[src/rtl/adc_sample_conditioner_if.sv]
// Sensor ADC conditioner bus: request side, ADC control/result side
// and the conditioned reading towards the tag memory wrapper.
interface adc_sample_conditioner_if #(
  parameter int RAW_W = 10
);
  logic             sample_req;
  logic [2:0]       senscode;
  logic             calibration_control;
  logic [RAW_W-1:0] adc_raw;
  logic             adc_eoc;
  logic [1:0]       adc_mux;
  logic             adc_soc;
  logic [7:0]       ADC_data;
  logic             ADC_data_ready;
  logic             adc_error;
  logic             busy;

  modport master (
    input  sample_req, senscode, calibration_control,
    input  adc_raw, adc_eoc,
    output adc_mux, adc_soc, ADC_data, ADC_data_ready,
    output adc_error, busy
  );

  modport slave (
    output sample_req, senscode, calibration_control,
    output adc_raw, adc_eoc,
    input  adc_mux, adc_soc, ADC_data, ADC_data_ready,
    input  adc_error, busy
  );
endinterface

[src/rtl/adc_sample_conditioner.sv]
// Sequences the sensor ADC and averages 2^AVG_LOG2 raw samples per reading.
// Define ADC_OFFSET_CAL_EN to compile in the offset calibration register.
module adc_sample_conditioner #(
  parameter int RAW_W          = 10,
  parameter int AVG_LOG2       = 2,
  parameter int SETTLE_CYCLES  = 16,
  parameter int TIMEOUT_CYCLES = 255
) (
  input  logic                      clk,
  input  logic                      reset,
  adc_sample_conditioner_if.master  bus
);

  localparam int ACC_W   = RAW_W + AVG_LOG2;
  localparam int CNT_W   = AVG_LOG2 + 1;
  localparam int TMR_MAX = (SETTLE_CYCLES > TIMEOUT_CYCLES) ?
                           SETTLE_CYCLES : TIMEOUT_CYCLES;
  localparam int TMR_W   = (TMR_MAX < 2) ? 1 : $clog2(TMR_MAX + 1);
  localparam logic [CNT_W-1:0] N_SAMP = CNT_W'(1 << AVG_LOG2);

  typedef enum logic [2:0] {
    S_IDLE,
    S_SETTLE,
    S_SOC,
    S_WAIT_EOC,
    S_ACCUM,
    S_DONE
  } state_e;

  state_e           state_q, state_d;
  logic [1:0]       chan_q, chan_d;
  logic [ACC_W-1:0] acc_q, acc_d;
  logic [CNT_W-1:0] cnt_q, cnt_d;
  logic [TMR_W-1:0] tmr_q, tmr_d;
  logic [RAW_W-1:0] raw_q, raw_d;
  logic [7:0]       data_q, data_d;
  logic             ready_q, ready_d;
  logic             err_q, err_d;
  logic [1:0]       sel_chan;
  logic [ACC_W-1:0] acc_sum;
  logic [RAW_W-1:0] avg;
`ifdef ADC_OFFSET_CAL_EN
  logic             cal_q, cal_d;
  logic [RAW_W-1:0] off_q, off_d;
  logic [RAW_W-1:0] avg_corr;
`else
  logic             unused_cal;
  assign unused_cal = bus.calibration_control;
`endif

  assign acc_sum = acc_q + ACC_W'(raw_q);
  assign avg     = acc_sum[ACC_W-1:AVG_LOG2];

  // lowest set senscode bit picks the channel
  always_comb begin
    sel_chan = 2'd0;
    priority case (1'b1)
      bus.senscode[0]: sel_chan = 2'd0;
      bus.senscode[1]: sel_chan = 2'd1;
      bus.senscode[2]: sel_chan = 2'd2;
      default:         sel_chan = 2'd0;
    endcase
  end

  always_comb begin
    state_d = state_q;
    chan_d  = chan_q;
    acc_d   = acc_q;
    cnt_d   = cnt_q;
    tmr_d   = tmr_q;
    raw_d   = raw_q;
    data_d  = data_q;
    ready_d = 1'b0;
    err_d   = 1'b0;
`ifdef ADC_OFFSET_CAL_EN
    cal_d    = cal_q;
    off_d    = off_q;
    avg_corr = '0;
`endif
    case (state_q)
      S_IDLE: begin
        if (bus.sample_req && (bus.senscode != 3'b000)) begin
          state_d = S_SETTLE;
          chan_d  = sel_chan;
          acc_d   = '0;
          cnt_d   = '0;
          tmr_d   = TMR_W'(SETTLE_CYCLES - 1);
`ifdef ADC_OFFSET_CAL_EN
          cal_d   = bus.calibration_control;
`endif
        end
      end
      S_SETTLE: begin
        if (tmr_q == '0) state_d = S_SOC;
        else             tmr_d   = tmr_q - 1'b1;
      end
      S_SOC: begin
        tmr_d   = TMR_W'(TIMEOUT_CYCLES - 1);
        state_d = S_WAIT_EOC;
      end
      S_WAIT_EOC: begin
        if (bus.adc_eoc) begin
          raw_d   = bus.adc_raw;
          state_d = S_ACCUM;
        end else if (tmr_q == '0) begin
          err_d   = 1'b1;
          state_d = S_IDLE;
        end else begin
          tmr_d   = tmr_q - 1'b1;
        end
      end
      S_ACCUM: begin
        acc_d = acc_sum;
        cnt_d = cnt_q + 1'b1;
        if (cnt_d == N_SAMP) begin
          // result lands in the output register as DONE begins
          state_d = S_DONE;
          ready_d = 1'b1;
`ifdef ADC_OFFSET_CAL_EN
          if (cal_q) begin
            off_d  = avg;
            data_d = 8'h00;
          end else begin
            avg_corr = (avg > off_q) ? (avg - off_q) : '0;
            data_d   = avg_corr[RAW_W-1 -: 8];
          end
`else
          data_d  = avg[RAW_W-1 -: 8];
`endif
        end else begin
          state_d = S_SOC;
        end
      end
      S_DONE:  state_d = S_IDLE;
      default: state_d = S_IDLE;
    endcase
  end

  always_ff @(posedge clk) begin
    if (reset) begin
      state_q <= S_IDLE;
      chan_q  <= 2'd0;
      acc_q   <= '0;
      cnt_q   <= '0;
      tmr_q   <= '0;
      raw_q   <= '0;
      data_q  <= 8'h00;
      ready_q <= 1'b0;
      err_q   <= 1'b0;
`ifdef ADC_OFFSET_CAL_EN
      cal_q   <= 1'b0;
      off_q   <= '0;
`endif
    end else begin
      state_q <= state_d;
      chan_q  <= chan_d;
      acc_q   <= acc_d;
      cnt_q   <= cnt_d;
      tmr_q   <= tmr_d;
      raw_q   <= raw_d;
      data_q  <= data_d;
      ready_q <= ready_d;
      err_q   <= err_d;
`ifdef ADC_OFFSET_CAL_EN
      cal_q   <= cal_d;
      off_q   <= off_d;
`endif
    end
  end

  assign bus.adc_soc        = (state_q == S_SOC);
  assign bus.busy           = (state_q != S_IDLE);
  assign bus.adc_mux        = (state_q inside {S_SETTLE, S_SOC,
                              S_WAIT_EOC, S_ACCUM}) ? chan_q : 2'd3;
  assign bus.ADC_data       = data_q;
  assign bus.ADC_data_ready = ready_q;
  assign bus.adc_error      = err_q;

endmodule

[src/flat_wrapper.sv]
// flat-port wrapper written by rule: the top's interface ports become plain ports
module adc_sample_conditioner_flat 
#(
  parameter int RAW_W          = 10,
  parameter int AVG_LOG2       = 2,
  parameter int SETTLE_CYCLES  = 16,
  parameter int TIMEOUT_CYCLES = 255
)
  (clk, reset, bus_sample_req, bus_senscode, bus_calibration_control, bus_adc_raw, bus_adc_eoc, bus_adc_mux, bus_adc_soc, bus_ADC_data, bus_ADC_data_ready, bus_adc_error, bus_busy);
  adc_sample_conditioner_if #(.RAW_W(RAW_W)) bus_i ();
  input  logic clk;
  input  logic reset;
  input wire logic [$bits(bus_i.sample_req)-1:0] bus_sample_req;
  input wire logic [$bits(bus_i.senscode)-1:0] bus_senscode;
  input wire logic [$bits(bus_i.calibration_control)-1:0] bus_calibration_control;
  input wire logic [$bits(bus_i.adc_raw)-1:0] bus_adc_raw;
  input wire logic [$bits(bus_i.adc_eoc)-1:0] bus_adc_eoc;
  output wire logic [$bits(bus_i.adc_mux)-1:0] bus_adc_mux;
  output wire logic [$bits(bus_i.adc_soc)-1:0] bus_adc_soc;
  output wire logic [$bits(bus_i.ADC_data)-1:0] bus_ADC_data;
  output wire logic [$bits(bus_i.ADC_data_ready)-1:0] bus_ADC_data_ready;
  output wire logic [$bits(bus_i.adc_error)-1:0] bus_adc_error;
  output wire logic [$bits(bus_i.busy)-1:0] bus_busy;
  assign bus_i.sample_req = bus_sample_req;
  assign bus_i.senscode = bus_senscode;
  assign bus_i.calibration_control = bus_calibration_control;
  assign bus_i.adc_raw = bus_adc_raw;
  assign bus_i.adc_eoc = bus_adc_eoc;
  assign bus_adc_mux = bus_i.adc_mux;
  assign bus_adc_soc = bus_i.adc_soc;
  assign bus_ADC_data = bus_i.ADC_data;
  assign bus_ADC_data_ready = bus_i.ADC_data_ready;
  assign bus_adc_error = bus_i.adc_error;
  assign bus_busy = bus_i.busy;
  adc_sample_conditioner #(.RAW_W(RAW_W), .AVG_LOG2(AVG_LOG2), .SETTLE_CYCLES(SETTLE_CYCLES), .TIMEOUT_CYCLES(TIMEOUT_CYCLES)) u_core (.clk(clk), .reset(reset), .bus(bus_i));
endmodule
[config.mk]
export PLATFORM = sky130hd
export DESIGN_NAME = adc_sample_conditioner_flat
export DESIGN_NICKNAME = d
export VERILOG_FILES = /design/src/rtl/adc_sample_conditioner_if.sv /design/src/rtl/adc_sample_conditioner.sv /design/src/flat_wrapper.sv
export SDC_FILE = /design/constraint.sdc
export NUM_CORES = 1
export LEC_CHECK = 0
export ABC_AREA = 0
export BUFFER_PORTS_ARGS = -buffer_cell sky130_fd_sc_hd__buf_2
export CORE_ASPECT_RATIO = 1.5
export CORE_MARGIN = 8
export CORE_UTILIZATION = 58
export CTS_BUF_LIST = sky130_fd_sc_hd__clkbuf_16
export DETAILED_ROUTE_END_ITERATION = 12
export GPL_ROUTABILITY_DRIVEN = 0
export PLACE_DENSITY = 0.91
export SLEW_MARGIN = 20
export SYNTH_ARGS = -nofsm -noshare
export SYNTH_HDL_FRONTEND = slang
export SYNTH_SLANG_ARGS = --single-unit
[constraint.sdc]
create_clock -name clk -period 2 [get_ports clk]
set_input_delay 0.4 -clock clk [delete_from_list [all_inputs] [get_ports clk]]
set_output_delay 0.4 -clock clk [all_outputs]
set_load 0.02 [all_outputs]
== After elaboration in Yosys (flattened, before gate mapping) ==
Index checks and enable logic that the tools add are counted.

* Register bits after elaboration: 48
* Bits of input ports: 18
* Output and inout port bits: 14

* Add/subtract/negate cells: 3
* Eq/ne operators: 9
* Muxes and demuxes: 20
* Bitwise logic cells: 2
* Reduce and logical (&&, ||, !) cells: 16

{| class="wikitable"
|+ Operator list
! operator !! count
|-
| 8-bit one-hot mux with 4 select lines || 1
|-
| 8-bit 2-to-1 mux || 3
|-
| 12-bit one-hot mux with 2 select lines || 1
|-
| 3-bit 2-to-1 mux || 6
|-
| 3-bit one-hot mux with 5 select lines || 1
|-
| 12-bit by 10-bit adder with 12-bit output || 1
|-
| 12-bit 2-to-1 mux || 1
|-
| 8-bit zero test || 1
|-
| 2-bit 2-to-1 mux || 4
|-
| 2-bit AND reduction || 4
|-
| 4-bit nonzero test || 2
|-
| 8-bit by 1-bit subtractor with 8-bit output, second input constant || 1
|-
| 3-bit by 2-bit equality test with 1-bit output, second input constant || 2
|-
| 3-bit equality test, second input constant || 2
|-
| 3-bit one-hot mux with 2 select lines || 1
|-
| 3-bit AND reduction || 2
|-
| 3-bit nonzero test || 2
|-
| 2-bit by 1-bit inequality test with 1-bit output, second input constant || 2
|-
| 3-bit by 1-bit adder with 3-bit output, second input constant || 1
|-
| 3-bit by 1-bit equality test with 1-bit output, second input constant || 1
|-
| 3-bit zero test || 1
|-
| 3-bit by 2-bit inequality test with 1-bit output, second input constant || 1
|-
| 3-bit OR reduction || 1
|-
| 1-bit 2-to-1 mux || 2
|-
| other kinds (5) || 6
|}

== Logic depth before layout (Yosys ltp) ==
* Depth after elaboration: 4
* Gate-level depth with buffers: 8
* Depth with buffers taken out: 8

== Worst setup path after synthesis ==
Ideal clock, no wire load.

* Path kind: reg-to-reg
* Start: register u_core.raw_q[0]
* End: register u_core.acc_q[10]
* Data arrival time: 1.685 ns
* Path slack: 0.240 ns
* Stages on the path, launching flop included: 9
* Path buffers: 0
* Clock period less this slack: 1.760 ns
* Path through: dfxtp_1 -> ha_1 -> inv_1 -> fa_1 -> nor2b_1 -> o31ai_2 -> a21oi_1 -> or3_1 -> a31oi_1

* Longest elaborated chain between the ends: 2

{| class="wikitable"
|+ RTL lines
! item !! RTL line !! text
|-
| from (decl) || adc_sample_conditioner.sv:35 || <nowiki>logic [RAW_W-1:0] raw_q, raw_d;</nowiki>
|-
| from (signal assigned) || adc_sample_conditioner.sv:160 || <nowiki>raw_q <= raw_d;</nowiki>
|-
| 12-bit by 10-bit adder with 12-bit output || adc_sample_conditioner.sv:51 || <nowiki>assign acc_sum = acc_q + ACC_W'(raw_q);</nowiki>
|-
| 12-bit one-hot mux with 2 select lines || adc_sample_conditioner.sv:80 || <nowiki>case (state_q)</nowiki>
|-
| to (signal assigned) || adc_sample_conditioner.sv:143 || <nowiki>acc_q <= '0;</nowiki>
|-
| to (signal assigned) || adc_sample_conditioner.sv:157 || <nowiki>acc_q <= acc_d;</nowiki>
|-
| to (decl) || adc_sample_conditioner.sv:32 || <nowiki>logic [ACC_W-1:0] acc_q, acc_d;</nowiki>
|}

Every way passes these cells.
A chain may end at the register's enable or synchronous reset.

== Worst setup path in the final report ==
* Start: register u_core.acc_q[0]
* End: register u_core.acc_q[10]

* Longest elaborated chain between the ends: 2

{| class="wikitable"
|+ RTL lines
! item !! RTL line
|-
| 12-bit by 10-bit adder with 12-bit output || adc_sample_conditioner.sv:51
|-
| 12-bit one-hot mux with 2 select lines || adc_sample_conditioner.sv:80
|}

Every way passes these cells.

==> impl_metrics.yaml <==
timing:
  slew_violations: 0
  hold_ws_ps: 320
  setup_slack_ps: 48.0
  slew_headroom: 0.665
  rsz0062_at_grt: "true"
  max_freq_mhz: 512
  finalHoldViolCount: 0
  period_minus_slack_ps: 1950
  worst_pin_slew_ps: 500
  period_share: 0.976
  fin_skew_ps: 4.27
  finalSetupViolations: 0
placement:
  dp_slack_ps: -7.23
  place_hpwl_um: 4860
  place_area_mm2: 0.00286
  io_buffers: 30
routing:
  wl_met3_um: 409
  via_count: 2595
  viasPerCell: 6.34
  top_layer: "met4"
  routedWlPerCell_um: 16.9
  drtAntennaViolNets: 0
  drtIter0Drc: 233
  routed_wl_um: 6910
  dr.pass1.iters: 4
  drc: 0
  met2_length_um: 3680
  wl_met1_um: 2500
min_path:
  hold_end: "u_core.bus.adc_error"
  hp-class: "in2reg"
  holdPathStages: 2
  min_from: "bus_adc_eoc"
finish:
  drive_above_1_share: 0.211
  final_common_cell: "dfxtp_1"
  postLayoutCellArea_mm2: 0.00311
  antenna_cells: 0
  fin_nets: 392
  layout_common_cells: "dfxtp_1, nand2_1, a21oi_1"
  area_growth_pct: 18.9
synthesis:
  ys_seq_elements: 48
  synthesis.area_mm2: 0.00261
  ys.flop_type: "dfxtp_1"
  synthArstFlopShare: 0
  synthCells: 321
  synth_cell_types: 52
  synth-edff-count: 0
  syn-num-nets: 353
  yosysWarnings: 0
  ys_seq_area_frac: 0.368
  synth_area_per_cell_um2: 8.13
setup_path:
  r2r_cells: 8
  cp.arrival_ps: 2170
  r2r-end: "u_core.acc_q[10]"
  critPathCaptureType: "flip-flop"
  cp_max_fo: 3
  rrSetupSlack_ps: 50
  r2r_start: "u_core.acc_q[0]"
  path_class: "reg2reg"
  worstPathRequired_ps: 2210
  start_kind: "flip-flop"
floorplan:
  dieArea_mm2: 0.00695
  std_cell_rows: 30
  fp.dieW_um: 70.8
  die_h_um: 98.2
  core_area_mm2: 0.00443
  start_util: 0.590
  ioPinCount: 32
flow_run:
  drv_cap: 0
clock_tree:
  cts.path.max_buffers: 2
  worstSkewPairLatency_ps: 290
  numCtsBuffers: 5
  htreeDepth: 2
  root_buffer: "clkbuf_16"
  clkTransAtPathRegs_ps: 70
  cts_tree: "yes"
  clock-sinks: 48
grt:
  first_global_vias: 2565
  overflow: 0
  antenna_found_initial: 0
  track_usage: 0.202
  grt_max_degree: 32
  grt_pass1_wl_um: 11500
run_status:
  status: "complete, no violations"
power:
  leakage_nw: 1.29
  peakVddDrop_uv: 608
  power_density_mw_per_mm2: 1040
[sequential cells by signal, indices dropped and copies added, names as in the netlist]
register                   count
u_core.chan_q                  2
u_core.bus.adc_error           1
u_core.cnt_q                   3
u_core.tmr_q                   8
u_core.bus.ADC_data            8
u_core.acc_q                  12
u_core.state_q                 3
u_core.raw_q                  10
u_core.bus.ADC_data_ready      1
[timing repair]
action | 4_1_cts | 5_1_grt
resized for setup | 2 | 12
hold buffers | 0 | 0
pin swaps | 2 | 7
setup buffers | 1 | 1
endpoints found under the setup margin | 3 | 14
[per-stage QoR]
stage	cells	utilization	setup TNS, ps	power, mW
floorplan	321	-	0	1.90
global placement	399	0.646	0	2.18
detailed placement	399	0.646	-7.23	2.22
CTS	408	0.688	0	3.19
global route	409	0.701	-51.4	3.39
finish	409	0.701	0	3.22
[cells by family after synthesis]
group,after synthesis,share of synthesized area
DFF,48,0.368
muxes,1,0.00383
adders and majority gates,14,0.0700
AOI/OAI and AO/OA,93,0.232
xor gates and xnor gates,10,0.0335
buffers and inverters,26,0.0446
and+or+nand+nor,129,0.248
[per-layer routing]
layer | GRT usage | up-vias
met5 | 0 | -
met4 | 0.132 | 0
met3 | 0.0472 | 26
met2 | 0.368 | 91
met1 | 0.195 | 1234
li1 | - | 1244
[area by class of cell]
| type | count | area [um^2] |
|---|---|---|
| Tap cell | 48 | 60.1 |
| Fill cell | 339 | 1320 |
| Multi-Input combinational cell | 247 | 1590 |
| Clock buffer | 5 | 125 |
| Sequential cell | 48 | 962 |
| Clock inverter | 3 | 46.3 |
| Inverter | 10 | 37.5 |
| Timing Repair Buffer | 48 | 285 |
[cell usage after synthesis (3+ instances only)]
| master | number | share of area |
|---|---|---|
| a32o_1 | 5 | 0.019 |
| o21ai_0 | 10 | 0.019 |
| a31oi_1 | 7 | 0.017 |
| nand2_1 | 45 | 0.065 |
| o211ai_1 | 4 | 0.012 |
| nand2b_1 | 6 | 0.014 |
| xor2_1 | 5 | 0.017 |
| nand2_2 | 3 | 0.0072 |
| and2_1 | 3 | 0.0072 |
| nand3_1 | 14 | 0.027 |
| clkbuf_1 | 11 | 0.016 |
| dfxtp_1 | 48 | 0.37 |
| a22oi_1 | 3 | 0.0086 |
| nor3_1 | 9 | 0.017 |
| nand4_1 | 3 | 0.0072 |
| inv_1 | 10 | 0.014 |
| a211oi_1 | 4 | 0.012 |
| a21o_1 | 5 | 0.014 |
| xnor2_1 | 5 | 0.017 |
| o311ai_0 | 5 | 0.017 |
| buf_2 | 3 | 0.0057 |
| a21oi_1 | 38 | 0.073 |
| ha_1 | 13 | 0.062 |
| nor2_1 | 27 | 0.039 |
[power by group]
group,switching [mW],internal (mW)
clock network,0.379,0.594
logic,0.623,0.432
registers,0.132,1.06
[worst max-delay path by stage]
stage | endpoint | cells past startpoint | slack [ps] | start
floorplan | u_core.acc_q[10] | 8 | 240 | u_core.raw_q[0]
global placement | u_core.bus.ADC_data[3] | 5 | 80 | u_core.raw_q[3]
detailed placement | u_core.acc_q[10] | 8 | -7 | u_core.raw_q[0]
CTS | u_core.acc_q[10] | 8 | 4 | u_core.raw_q[0]
global route | u_core.acc_q[9] | 7 | -20 | u_core.raw_q[4]
finish | u_core.acc_q[10] | 8 | 50 | u_core.acc_q[0]
[worst max-delay path: stages, from the launching register on]
cell,delay (ps)
dfxtp_1,320
ha_2,210
inv_2,70
fa_2,210
nor2b_1,70
o31ai_2,400
a21oi_2,120
or3_1,320
a31oi_1,170
Power figures use the tool's default switching activity.
